===== src/rtl/monitor_link.sv =====
// monitor_link: host-side initiator for the UART load/dump/exec monitor protocol.
// Serializes one command as addr_hi, addr_lo, {op,len} plus any load payload,
// checks every echoed byte, and streams dump bytes back out to the host.
module monitor_link #(
  parameter int TIMEOUT = 2400000,
  parameter int CW      = 22
) (
  input  logic        clk,
  input  logic        rst_n,
  input  logic        cmd_valid,
  output logic        cmd_ready,
  input  logic [1:0]  cmd_op,
  input  logic [15:0] cmd_addr,
  input  logic [5:0]  cmd_len,
  input  logic [7:0]  wr_data,
  input  logic        wr_valid,
  output logic        wr_ready,
  output logic [7:0]  rd_data,
  output logic        rd_valid,
  output logic [7:0]  tx_byte,
  output logic        transmit,
  input  logic        is_transmitting,
  input  logic [7:0]  rx_byte,
  input  logic        received,
  output logic        busy,
  output logic        done,
  output logic        error
);

  typedef enum logic [2:0] {
    IDLE,
    SEND,
    ECHO,
    LOADW,
    DUMPR
  } state_t;

  localparam logic [1:0]    OP_LOAD     = 2'd1;
  localparam logic [1:0]    OP_EXEC     = 2'd3;
  localparam logic [1:0]    HDR_OPLEN   = 2'd2;
  localparam logic [1:0]    HDR_PAYLOAD = 2'd3;
  localparam logic [CW-1:0] TMO_LAST    = CW'(TIMEOUT - 1);

  state_t        state, state_d;
  logic [15:0]   addr_q, addr_d;
  logic [1:0]    op_q, op_d;
  logic [5:0]    len_q, len_d;
  logic [1:0]    hdr_idx, hdr_idx_d;
  logic [5:0]    remaining, remaining_d;
  logic [7:0]    exp_byte, exp_byte_d;
  logic [7:0]    wr_byte, wr_byte_d;
  logic [CW-1:0] tmo_cnt, tmo_cnt_d;
  logic [7:0]    tx_byte_d, rd_data_d;
  logic          transmit_d, rd_valid_d, wr_ready_d, done_d, error_d;
  logic [7:0]    send_byte;

  assign cmd_ready = (state == IDLE);
  assign busy      = (state != IDLE);

  // Pick the next outgoing byte: three header bytes, then the latched payload byte.
  always_comb begin
    send_byte = wr_byte;
    case (hdr_idx)
      2'd0:    send_byte = addr_q[15:8];
      2'd1:    send_byte = addr_q[7:0];
      2'd2:    send_byte = {op_q, len_q};
      default: send_byte = wr_byte;
    endcase
  end

  // Next-state and next-output decode; all pulse outputs default low every cycle.
  always_comb begin
    state_d     = state;
    addr_d      = addr_q;
    op_d        = op_q;
    len_d       = len_q;
    hdr_idx_d   = hdr_idx;
    remaining_d = remaining;
    exp_byte_d  = exp_byte;
    wr_byte_d   = wr_byte;
    tmo_cnt_d   = tmo_cnt;
    tx_byte_d   = tx_byte;
    rd_data_d   = rd_data;
    transmit_d  = 1'b0;
    rd_valid_d  = 1'b0;
    wr_ready_d  = 1'b0;
    done_d      = 1'b0;
    error_d     = 1'b0;

    case (state)
      IDLE: begin
        if (cmd_valid) begin
          addr_d    = cmd_addr;
          op_d      = cmd_op;
          len_d     = cmd_len;
          hdr_idx_d = 2'd0;
          if (cmd_op == 2'd0) begin
            error_d = 1'b1;
          end else begin
            state_d = SEND;
          end
        end
      end

      SEND: begin
        if (!is_transmitting) begin
          tx_byte_d  = send_byte;
          transmit_d = 1'b1;
          exp_byte_d = send_byte;
          tmo_cnt_d  = '0;
          state_d    = ECHO;
        end
      end

      ECHO: begin
        if (received) begin
          tmo_cnt_d = '0;
          if (rx_byte != exp_byte) begin
            error_d = 1'b1;
            state_d = IDLE;
          end else if (hdr_idx < HDR_OPLEN) begin
            hdr_idx_d = hdr_idx + 2'd1;
            state_d   = SEND;
          end else if (hdr_idx == HDR_OPLEN) begin
            hdr_idx_d   = HDR_PAYLOAD;
            remaining_d = len_q;
            if (op_q == OP_EXEC || len_q == 6'd0) begin
              done_d  = 1'b1;
              state_d = IDLE;
            end else if (op_q == OP_LOAD) begin
              state_d = LOADW;
            end else begin
              state_d = DUMPR;
            end
          end else begin
            remaining_d = remaining - 6'd1;
            if (remaining == 6'd1) begin
              done_d  = 1'b1;
              state_d = IDLE;
            end else begin
              state_d = LOADW;
            end
          end
        end else if (tmo_cnt == TMO_LAST) begin
          error_d = 1'b1;
          state_d = IDLE;
        end else begin
          tmo_cnt_d = tmo_cnt + 1'b1;
        end
      end

      LOADW: begin
        if (wr_valid) begin
          wr_ready_d = 1'b1;
          wr_byte_d  = wr_data;
          state_d    = SEND;
        end
      end

      DUMPR: begin
        // done is held back one cycle after the last rd_valid so the pulses never overlap
        if (remaining == 6'd0) begin
          done_d  = 1'b1;
          state_d = IDLE;
        end else if (received) begin
          rd_data_d   = rx_byte;
          rd_valid_d  = 1'b1;
          remaining_d = remaining - 6'd1;
          tmo_cnt_d   = '0;
        end else if (tmo_cnt == TMO_LAST) begin
          error_d = 1'b1;
          state_d = IDLE;
        end else begin
          tmo_cnt_d = tmo_cnt + 1'b1;
        end
      end

      default: begin
        state_d = IDLE;
      end
    endcase
  end

  // State and datapath registers; reset drops any command in flight immediately.
  always_ff @(posedge clk or negedge rst_n) begin
    if (!rst_n) begin
      state     <= IDLE;
      addr_q    <= '0;
      op_q      <= '0;
      len_q     <= '0;
      hdr_idx   <= '0;
      remaining <= '0;
      exp_byte  <= '0;
      wr_byte   <= '0;
      tmo_cnt   <= '0;
      tx_byte   <= '0;
      rd_data   <= '0;
      transmit  <= 1'b0;
      rd_valid  <= 1'b0;
      wr_ready  <= 1'b0;
      done      <= 1'b0;
      error     <= 1'b0;
    end else begin
      state     <= state_d;
      addr_q    <= addr_d;
      op_q      <= op_d;
      len_q     <= len_d;
      hdr_idx   <= hdr_idx_d;
      remaining <= remaining_d;
      exp_byte  <= exp_byte_d;
      wr_byte   <= wr_byte_d;
      tmo_cnt   <= tmo_cnt_d;
      tx_byte   <= tx_byte_d;
      rd_data   <= rd_data_d;
      transmit  <= transmit_d;
      rd_valid  <= rd_valid_d;
      wr_ready  <= wr_ready_d;
      done      <= done_d;
      error     <= error_d;
    end
  end

endmodule


===== config.mk =====
export PLATFORM = sky130hd
export DESIGN_NAME = monitor_link
export DESIGN_NICKNAME = d
export VERILOG_FILES = /design/src/rtl/monitor_link.sv
export SDC_FILE = /design/constraint.sdc
export NUM_CORES = 1
export LEC_CHECK = 0
export CORE_MARGIN = 2
export CORE_UTILIZATION = 57
export CTS_CLUSTER_SIZE = 25
export DETAILED_ROUTE_END_ITERATION = 7
export PLACE_DENSITY = 0.95
export SLEW_MARGIN = 5
export SYNTH_ARGS = -nofsm -noshare
export SYNTH_HDL_FRONTEND = slang
export SYNTH_SLANG_ARGS = --single-unit

===== constraint.sdc =====
create_clock -name clk -period 4 [get_ports clk]
set_input_delay 1.2 -clock clk [delete_from_list [all_inputs] [get_ports clk]]
set_output_delay 1.2 -clock clk [all_outputs]
set_load 0.01 [all_outputs]

==> results of run 1 <==
## kinds of logic (layout without fill, tap and decap cells)
family                   after synthesis  count (layout)  synth area share
AND/OR/NAND/NOR                      212             212             0.232
AO/OA/AOI/OAI                         88              88             0.131
flip-flops                            86              86             0.484
buffers and inverters                 36             100            0.0360
multiplexers                          29              29            0.0926
XOR/XNOR                               8               8            0.0158
adder cells (fa/ha/maj)                3               3           0.00845
## layout make-up
class | instances | area, sq um | share of cell area
Clock inverter | 6 | 80.1 | 0.0149
Inverter | 12 | 45.0 | 0.00836
Multi-Input combinational cell | 340 | 2140 | 0.397
Sequential cell | 86 | 2150 | 0.399
Tap cell | 102 | 128 | 0.0237
Clock buffer | 10 | 138 | 0.0255
Timing Repair Buffer | 72 | 708 | 0.131
## worst reg2reg max path: stages, from the launching register on
cell and delay (ps):
dfrtp_1 430, inv_1 100, ha_1 230, nor4b_2 350, a21o_1 320, or2_2 340, inv_2 210, a21oi_2 300
mux2_1 360
## Yosys cell counts (all sizes together) (2+ instances only)
cell type  count  share of area
xnor2          8          0.016
mux2i          4         0.0090
clkbuf        14          0.012
o221ai         2         0.0039
or2            3         0.0042
nor2          15          0.013
nand3         12          0.015
nor4b          2         0.0053
mux4           8          0.041
nor3b          3         0.0051
o31a           3         0.0059
nor3           7          0.010
o31ai         11          0.019
and2           3         0.0048
dfrtp         86           0.48
nand2b         2         0.0028
a31oi         14          0.020
a21oi         16          0.019
a21o           5         0.0084
nor4           3         0.0056
or4           13          0.023
o311ai         2         0.0039
ha             3         0.0084
o22ai          2         0.0028
nor2b          4         0.0056
buf           10          0.014
mux2          17          0.043
and3           5         0.0070
o211ai         2         0.0034
nand4          8          0.011
or3            4         0.0056
inv           12          0.010
o21ai         19          0.022
nand2        123           0.10
## cells in the final DEF (no fill, tap or decap), types with 2 or more instances in the layout
| cell type | count |
|---|---|
| or2_2 | 2 |
| ha_1 | 3 |
| nand2b_1 | 2 |
| o221ai_1 | 2 |
| mux2i_1 | 4 |
| nor2_1 | 15 |
| dfrtp_1 | 86 |
| nor3b_1 | 3 |
| clkbuf_8 | 10 |
| mux4_2 | 8 |
| buf_4 | 5 |
| mux2_2 | 16 |
| xnor2_1 | 8 |
| inv_1 | 11 |
| clkinv_4 | 2 |
| o211ai_1 | 2 |
| or3_1 | 4 |
| nand4_1 | 8 |
| and2_1 | 2 |
| a31oi_1 | 14 |
| o21ai_1 | 9 |
| a21o_1 | 5 |
| and3_1 | 5 |
| nand2_1 | 123 |
| nor2b_1 | 4 |
| o22ai_1 | 2 |
| nor4_1 | 2 |
| a21oi_1 | 15 |
| nand3_1 | 11 |
| o31ai_1 | 11 |
| o31a_1 | 3 |
| o21ai_0 | 9 |
| clkdlybuf4s50_1 | 67 |
| nor3_1 | 6 |
| nor4b_2 | 2 |
| or4_1 | 12 |
## routing by layer
| metal | track usage | up-vias |
|---|---|---|
| li1 | - | 1776 |
| met1 | 0.363 | 1943 |
| met2 | 0.500 | 243 |
| met5 | 0 | - |
| met3 | 0.0675 | 47 |
| met4 | 0.118 | 0 |
## worst min-delay path by stage
stage | startpoint | to | slack, ps | depth (start not counted)
after floorplan | addr_q[6] | addr_q[6] | 440 | 2
after global placement | addr_q[10] | addr_q[10] | 450 | 2
after detailed placement | addr_q[2] | addr_q[2] | 470 | 2
after CTS | addr_q[2] | addr_q[2] | 490 | 2
after global routing | rd_data[5] | rd_data[5] | 520 | 2
final | addr_q[3] | addr_q[3] | 490 | 2
## state kept, by name, summed over array words and instances (netlist names), 2 cells and up
register	flops
addr_q	16
exp_byte	8
hdr_idx	2
len_q	6
op_q	2
rd_data	8
remaining	6
state	3
tmo_cnt	22
wr_byte	8
## where the power goes
group / leakage (nW) / internal, mW / switching [mW] / total (mW)
logic: 1.15 / 0.489 / 0.532 / 1.02
registers: 1.10 / 1.10 / 0.231 / 1.34
clock network: 0.106 / 0.315 / 0.345 / 0.661
## metrics by stage
stage	hold slack, ps	area, sq um
2_1_floorplan	440	4440
3_3_place_gp	454	5170
3_5_place_dp	469	5170
4_1_cts	491	5390
5_1_grt	516	5390
6_report	492	5390
==> impl_metrics.ini, run 1 <==
[synthesis]
ys.flop_type = dfrtp_1
avgSynthCellArea_sq_um = 9.62
ys_ff_latch = 86
synth-seq-area-share = 0.484
synthesis.area_sq_mm = 0.00444
yosysWarnings = 0
synthCells = 462
syn-num-nets = 511
synth.distinct_cells = 67
synthArstFlopShare = 1.00
synth_edf_count = 0

[clock_network]
postCtsSetupBuffers = 0
clk_pin_slew_ps = 100
numCtsBuffers = 9
cts_hold_buf = 0
clock_path_buffers = 2
root_buffer = clkbuf_8
clock_sinks = 86
cts_resized = 0
clk_latency_ps = 370
tritoncts = yes
htree_levels = 3

[final_layout]
fillers = 518
final_cells = 628
drive_gt1_frac = 0.110
num-nets-final = 570
final_core_util = 0.705
area_delta_synth_final_pct = 21.3
antenna-diode-count = 0

[critical_path]
reg2reg_depth = 8
slowest_stage = clkdlybuf4s50_1
critPathCapture = cmd_ready
reg2reg_from = remaining[0]
rrSetupSlack_ps = 1240
crit_cells = 3
start_kind = flip-flop
r2r_end = remaining[1]
critPathArrivalTime_ps = 1870
cp.buffers_inverters = 2
slowest_delay_ps = 540
end_kind = primary output
worstSetupPathType = flip-flop to primary output
worstPathRequired_ps = 2800
critical_path_peak_fanout = 15
crit_family = buffers and inverters
path_cells = nor3_1 > buf_4 > clkdlybuf4s50_1
crit_start = state[1]

[pwr]
p_leak_nw = 2.35
p_per_area_mw_per_mm2 = 560
p_total_mw = 3.02
vdd_drop_max_mv = 0.383

[placed_design]
dp_slack_ps = 697
numPortBuffers = 68
hpwl_um = 8490
place_congestion = 0.922
dp_cells = 612

[sta]
skew_ps = 14.3
setup_viol = 0
slew_headroom = 0.295
hold_viol = 0
final_max_slew_viol_count = 0
post-route-period-util = 0.769
worstMarginPinSlew_ps = 1060
fin_ws_ps = 926
fmax_ghz = 0.325
period_needed_ps = 3070
finalSetupTns_ps = 0
grt_setup_unrepaired = no

[route]
wl_met2_um = 6160
vias = 4009
dr.pass1.iters = 5
wl_um = 12000
route.detailed.drc = 0
routedWlPerCell_um = 19.0
drtAntennaViolNets = 0
wl_met1_um = 4450
dr.max_layer_used = met4
routed_via_density = 6.38
drt_iter0_drc = 329
route.met3.wl_um = 981

[global_routing]
antenna_found_initial = 0
first_global_vias = 4052
grt_pass1_wl_um = 19700
overflow = 0
track_usage = 0.294
grt_max_degree = 87

[job]
cap_violations = 0

[die]
die_area_sq_mm = 0.00852
start_util = 0.581
fp-row-count = 32
die_w_um = 92.3
core_area_sq_mm = 0.00765
io-pin-count = 69
die_height_um = 92.3

[hold_path]
hold_class = flip-flop to flip-flop

[run_status]
status = finished clean
Note: power is estimated with default switching activity, not from simulation.
==> inputs of run 2 (changes only) <==
Settings changed: CORE_UTILIZATION 57 to 49, PLACE_DENSITY 0.95 to 0.89.
Clock period 4 ns to 2.7 ns, I/O delays scaled along.
==> run 2 against run 1 <==
Effect of this change:
- combinational power rose by 54%
- non-clock buffer count is 13 higher
- count of clock-buffer cells in the layout grew 2
- sequential power up 48%
- routed wire length increased by 0.73%
- final cell count grew 3.0%
- global-route usage fell by 4.2 points
- hold slack lost 87 ps
==> impl_metrics.ini, run 2 (synthesis results as in run 1) <==
[route]
drtAntennaViolNets = 0
route.detailed.drc = 0
drt_iter0_drc = 408
wl_um = 12000
dr.pass1.iters = 6
routedWlPerCell_um = 18.6
vias = 3971
routed_via_density = 6.14

[die]
die_area_sq_mm = 0.00985
fp-row-count = 34
start_util = 0.507
die_w_um = 99.2
io-pin-count = 69
die_height_um = 99.2
core_area_sq_mm = 0.00876

[clock_network]
numCtsBuffers = 9
root_buffer = clkbuf_8
htree_levels = 3
clock_path_buffers = 2
postCtsSetupBuffers = 0
tritoncts = yes
clock_sinks = 86
clk_pin_slew_ps = 90
clk_latency_ps = 370

[placed_design]
hpwl_um = 8610
place_congestion = 0.925
dp_slack_ps = -36.1
numPortBuffers = 68

[critical_path]
critical_path_peak_fanout = 15
worstSetupPathType = flip-flop to primary output
path_cells = nor3_1 > buf_4 > clkdlybuf4s50_1
critPathArrivalTime_ps = 1790
slowest_delay_ps = 530
start_kind = flip-flop
end_kind = primary output
slowest_stage = clkdlybuf4s50_1
crit_family = buffers and inverters
worstPathRequired_ps = 1890
cp.buffers_inverters = 2

[pwr]
vdd_drop_max_mv = 0.549
p_total_mw = 4.51
p_leak_nw = 2.42
p_per_area_mw_per_mm2 = 817

[sta]
worstMarginPinSlew_ps = 593
final_max_slew_viol_count = 0
finalSetupTns_ps = 0
hold_viol = 0
fin_ws_ps = 96.3
grt_setup_unrepaired = no
skew_ps = 14.5
period_needed_ps = 2600
setup_viol = 0
fmax_ghz = 0.384
slew_headroom = 0.604
post-route-period-util = 0.964

[run_status]
status = finished clean

[job]
cap_violations = 0

[final_layout]
antenna-diode-count = 0
num-nets-final = 583
reg_top3 = tmo_cnt x22, addr_q x16
largest_reg_flops = 22
top_register = tmo_cnt
final_core_util = 0.629
mostFrequentLayoutCell = nand2_1
area_delta_synth_final_pct = 24.1
final_cell_mix = nand2_1 (123), dfrtp_1 (84), clkdlybuf4s50_1 (67)
drive_gt1_frac = 0.134

[global_routing]
antenna_found_initial = 0
grt_use_met2 = 0.417
use_met3 = 0.0541
overflow = 0
grt_max_degree = 49
first_global_vias = 3909
track_usage = 0.252
top_usage_layer = met2
grt_pass1_wl_um = 19700
grt_util_met1 = 0.329

[hold_path]
hold_class = primary input to asynchronous set/reset pin
==> run 2: changes by cell type in the layout (fill, tap and decap cells not counted), sizes merged <==
cell	before	now
clkbuf	10	12
clkinv	3	2
buf	5	18
inv	13	12
==> run 2: path summary, 6_finish.rpt <==
kind                            slack [ps]  cells after the start          from           end
worst max-delay path                   100                      3      state[1]     cmd_ready
worst min-delay path                   410                      1         rst_n   tmo_cnt[19]
worst max register to register         310                      8  remaining[0]  remaining[1]
worst min register to register         490                      2    addr_q[15]    addr_q[15]
max in group asynchronous             1640                      2         rst_n      state[0]
min in group clk                       490                      2    addr_q[15]    addr_q[15]
==> run 2: area by class of cell <==
| class | instances | area (sq um) |
|---|---|---|
| clock buffers | 12 | 155 |
| repair buffers | 85 | 831 |
| well taps | 108 | 135 |
| multi-input cells | 340 | 2140 |
| inverters | 12 | 45.0 |
| clock inverters | 4 | 55.1 |
| fillers | 673 | 3250 |
| flip-flops and latches | 86 | 2150 |
==> run 2: worst register-to-register path: stages, from the launching register on <==
cell	delay, ps
dfrtp_1	440
inv_1	110
ha_1	220
nor4b_2	330
a21o_1	290
or2_2	170
inv_2	70
a21oi_2	270
mux2_1	360
==> run 2: stage by stage <==
stage          hold WS [ps]  area (sq um)  std cells
3_3_place_gp            453          5300        631
3_5_place_dp            468          5300        631
5_1_grt                 443          5510        647
6_report                405          5510        647
2_1_floorplan           440          4440        462
4_1_cts                 423          5510        647
==> run 2: power by group <==
| group | internal, mW | total [mW] | switching, mW |
|---|---|---|---|
| registers | 1.64 | 1.98 | 0.339 |
| logic | 0.776 | 1.57 | 0.791 |
| clock network | 0.482 | 0.960 | 0.478 |
| total | 2.90 | 4.51 | 1.61 |
==> run 2: layer usage <==
layer,part of all wire,up-vias
li1,-,1806
met1,0.39,1926
met2,0.51,208
met3,0.079,31
met4,0.025,0
met5,0,-
==> run 2: what timing repair did <==
action,CTS,global route
setup endpoints to repair,0,2
hold buffers,0,0
gates resized for setup,0,2
==> inputs of run 3 (changes only) <==
Settings changed: CORE_UTILIZATION 49 to 45, MAX_ROUTING_LAYER set to met4, PLACE_DENSITY 0.89 to 0.83.
==> run 3 against run 2 <==
Effect of this change:
- total power down 3.4%
- first-iteration DRC count down 25%
- final cell count up 4.9%
- clock skew down 9.8 ps
- non-clock buffer count up 7
- sequential cell count unchanged
- global-route usage down 2.5 points
- count of clock-buffer cells in the layout down 2
==> impl_metrics.ini, run 3 (synthesis results as in run 1) <==
[sta]
hold_viol = 0
grt_setup_unrepaired = no
period_needed_ps = 2550
worstMarginPinSlew_ps = 599
slew_headroom = 0.600
setup_viol = 0
fin_ws_ps = 145
fmax_ghz = 0.391
post-route-period-util = 0.946
final_max_slew_viol_count = 0
skew_ps = 4.72

[route]
route.detailed.drc = 0
routed_via_density = 5.75
drtAntennaViolNets = 0
drt_iter0_drc = 304
wl_um = 11100
routedWlPerCell_um = 16.4
vias = 3901
dr.pass1.iters = 5

[final_layout]
final_cells = 679
mostFrequentLayoutCell = nand2_1
area_delta_synth_final_pct = 25.3
final_cell_mix = nand2_1 (123), dfrtp_1 (85), clkdlybuf4s50_1 (67)
largest_reg_flops = 22
antenna-diode-count = 0
reg_top3 = tmo_cnt x22, addr_q x16
top_register = tmo_cnt
drive_gt1_frac = 0.145
num-nets-final = 590

[clock_network]
htree_levels = 3
clk_pin_slew_ps = 80
clk_latency_ps = 360
numCtsBuffers = 9
root_buffer = clkbuf_8
cts_hold_buf = 0
clock_path_buffers = 2
clock_sinks = 86
tritoncts = yes

[pwr]
vdd_drop_max_mv = 0.633
p_per_area_mw_per_mm2 = 781
p_leak_nw = 2.44

[global_routing]
antenna_found_initial = 0
grt_pass1_wl_um = 18100
first_global_vias = 3750
grt_max_degree = 40
overflow = 0
track_usage = 0.227

[placed_design]
place_congestion = 0.887
dp_cells = 659
numPortBuffers = 68
hpwl_um = 8270
dp_slack_ps = -70.9

[critical_path]
critical_path_peak_fanout = 12
critPathArrivalTime_ps = 1740
end_kind = primary output
path_cells = nor3_1 > buf_4 > clkdlybuf4s50_1
slowest_stage = clkdlybuf4s50_1
slowest_delay_ps = 540
rrSetupSlack_ps = 350
worstPathRequired_ps = 1890
start_kind = flip-flop
worstSetupPathType = flip-flop to primary output

[die]
core_area_sq_mm = 0.00968
start_util = 0.459
die_area_sq_mm = 0.0107
io-pin-count = 69
die_height_um = 103
fp-row-count = 36
die_w_um = 103

[run_status]
status = finished clean

[job]
cap_violations = 0

[hold_path]
hold_class = primary input to asynchronous set/reset pin
run 3: area by class of cell:
| class | count | area (sq um) |
|---|---|---|
| Clock buffer | 10 | 138 |
| Clock inverter | 6 | 46.3 |
| Fill cell | 796 | 4110 |
| Inverter | 12 | 45.0 |
| Multi-Input combinational cell | 340 | 2140 |
| Sequential cell | 86 | 2150 |
| Tap cell | 133 | 166 |
| Timing Repair Buffer | 92 | 883 |
run 3: final timing paths:
path                               from            to  cells past startpoint
max in group asynchronous         rst_n     addr_q[4]                      2
max reg2reg                remaining[0]  remaining[1]                      8
max                            state[2]     cmd_ready                      3
min reg2reg                   addr_q[8]     addr_q[8]                      2
min in group clk              addr_q[8]     addr_q[8]                      2
min                               rst_n   tmo_cnt[20]                      1
run 3: timing repair:
item	in CTS	in global routing
resized for setup	0	1
setup endpoints to repair	0	2
buffers inserted	0	4
run 3: report_power, final:
part,internal [mW],switching [mW],leakage [nW],total (mW)
Combinational,0.801,0.789,1.25,1.59
Clock,0.363,0.462,0.0889,0.825
Sequential,1.64,0.299,1.10,1.94
Total,2.80,1.55,2.44,4.35
run 3: critical path: cells and delay by family (launching register included):
kind                   cells  cell delay, ps
buffers and inverters      2             710
DFF                        1             500
and+or+nand+nor            1             180
run 3: per-layer routing:
metal | up-vias | part of all wire | global-route usage
li1 | 1808 | - | -
met3 | 31 | 0.065 | 0.0551
met2 | 160 | 0.50 | 0.356
met1 | 1902 | 0.40 | 0.282
met5 | - | 0 | -
met4 | 0 | 0.026 | 0.0972
run 3: stage by stage:
stage	setup TNS [ps]	utilization	hold WS (ps)	instance area [sq um]	total power, mW
2_1_floorplan	0	-	440	4440	2.84
3_3_place_gp	0	0.553	453	5360	3.41
3_5_place_dp	-107	0.553	460	5360	3.49
4_1_cts	0	0.572	376	5540	4.33
5_1_grt	0	0.575	382	5570	4.64
6_report	0	0.575	370	5570	4.35
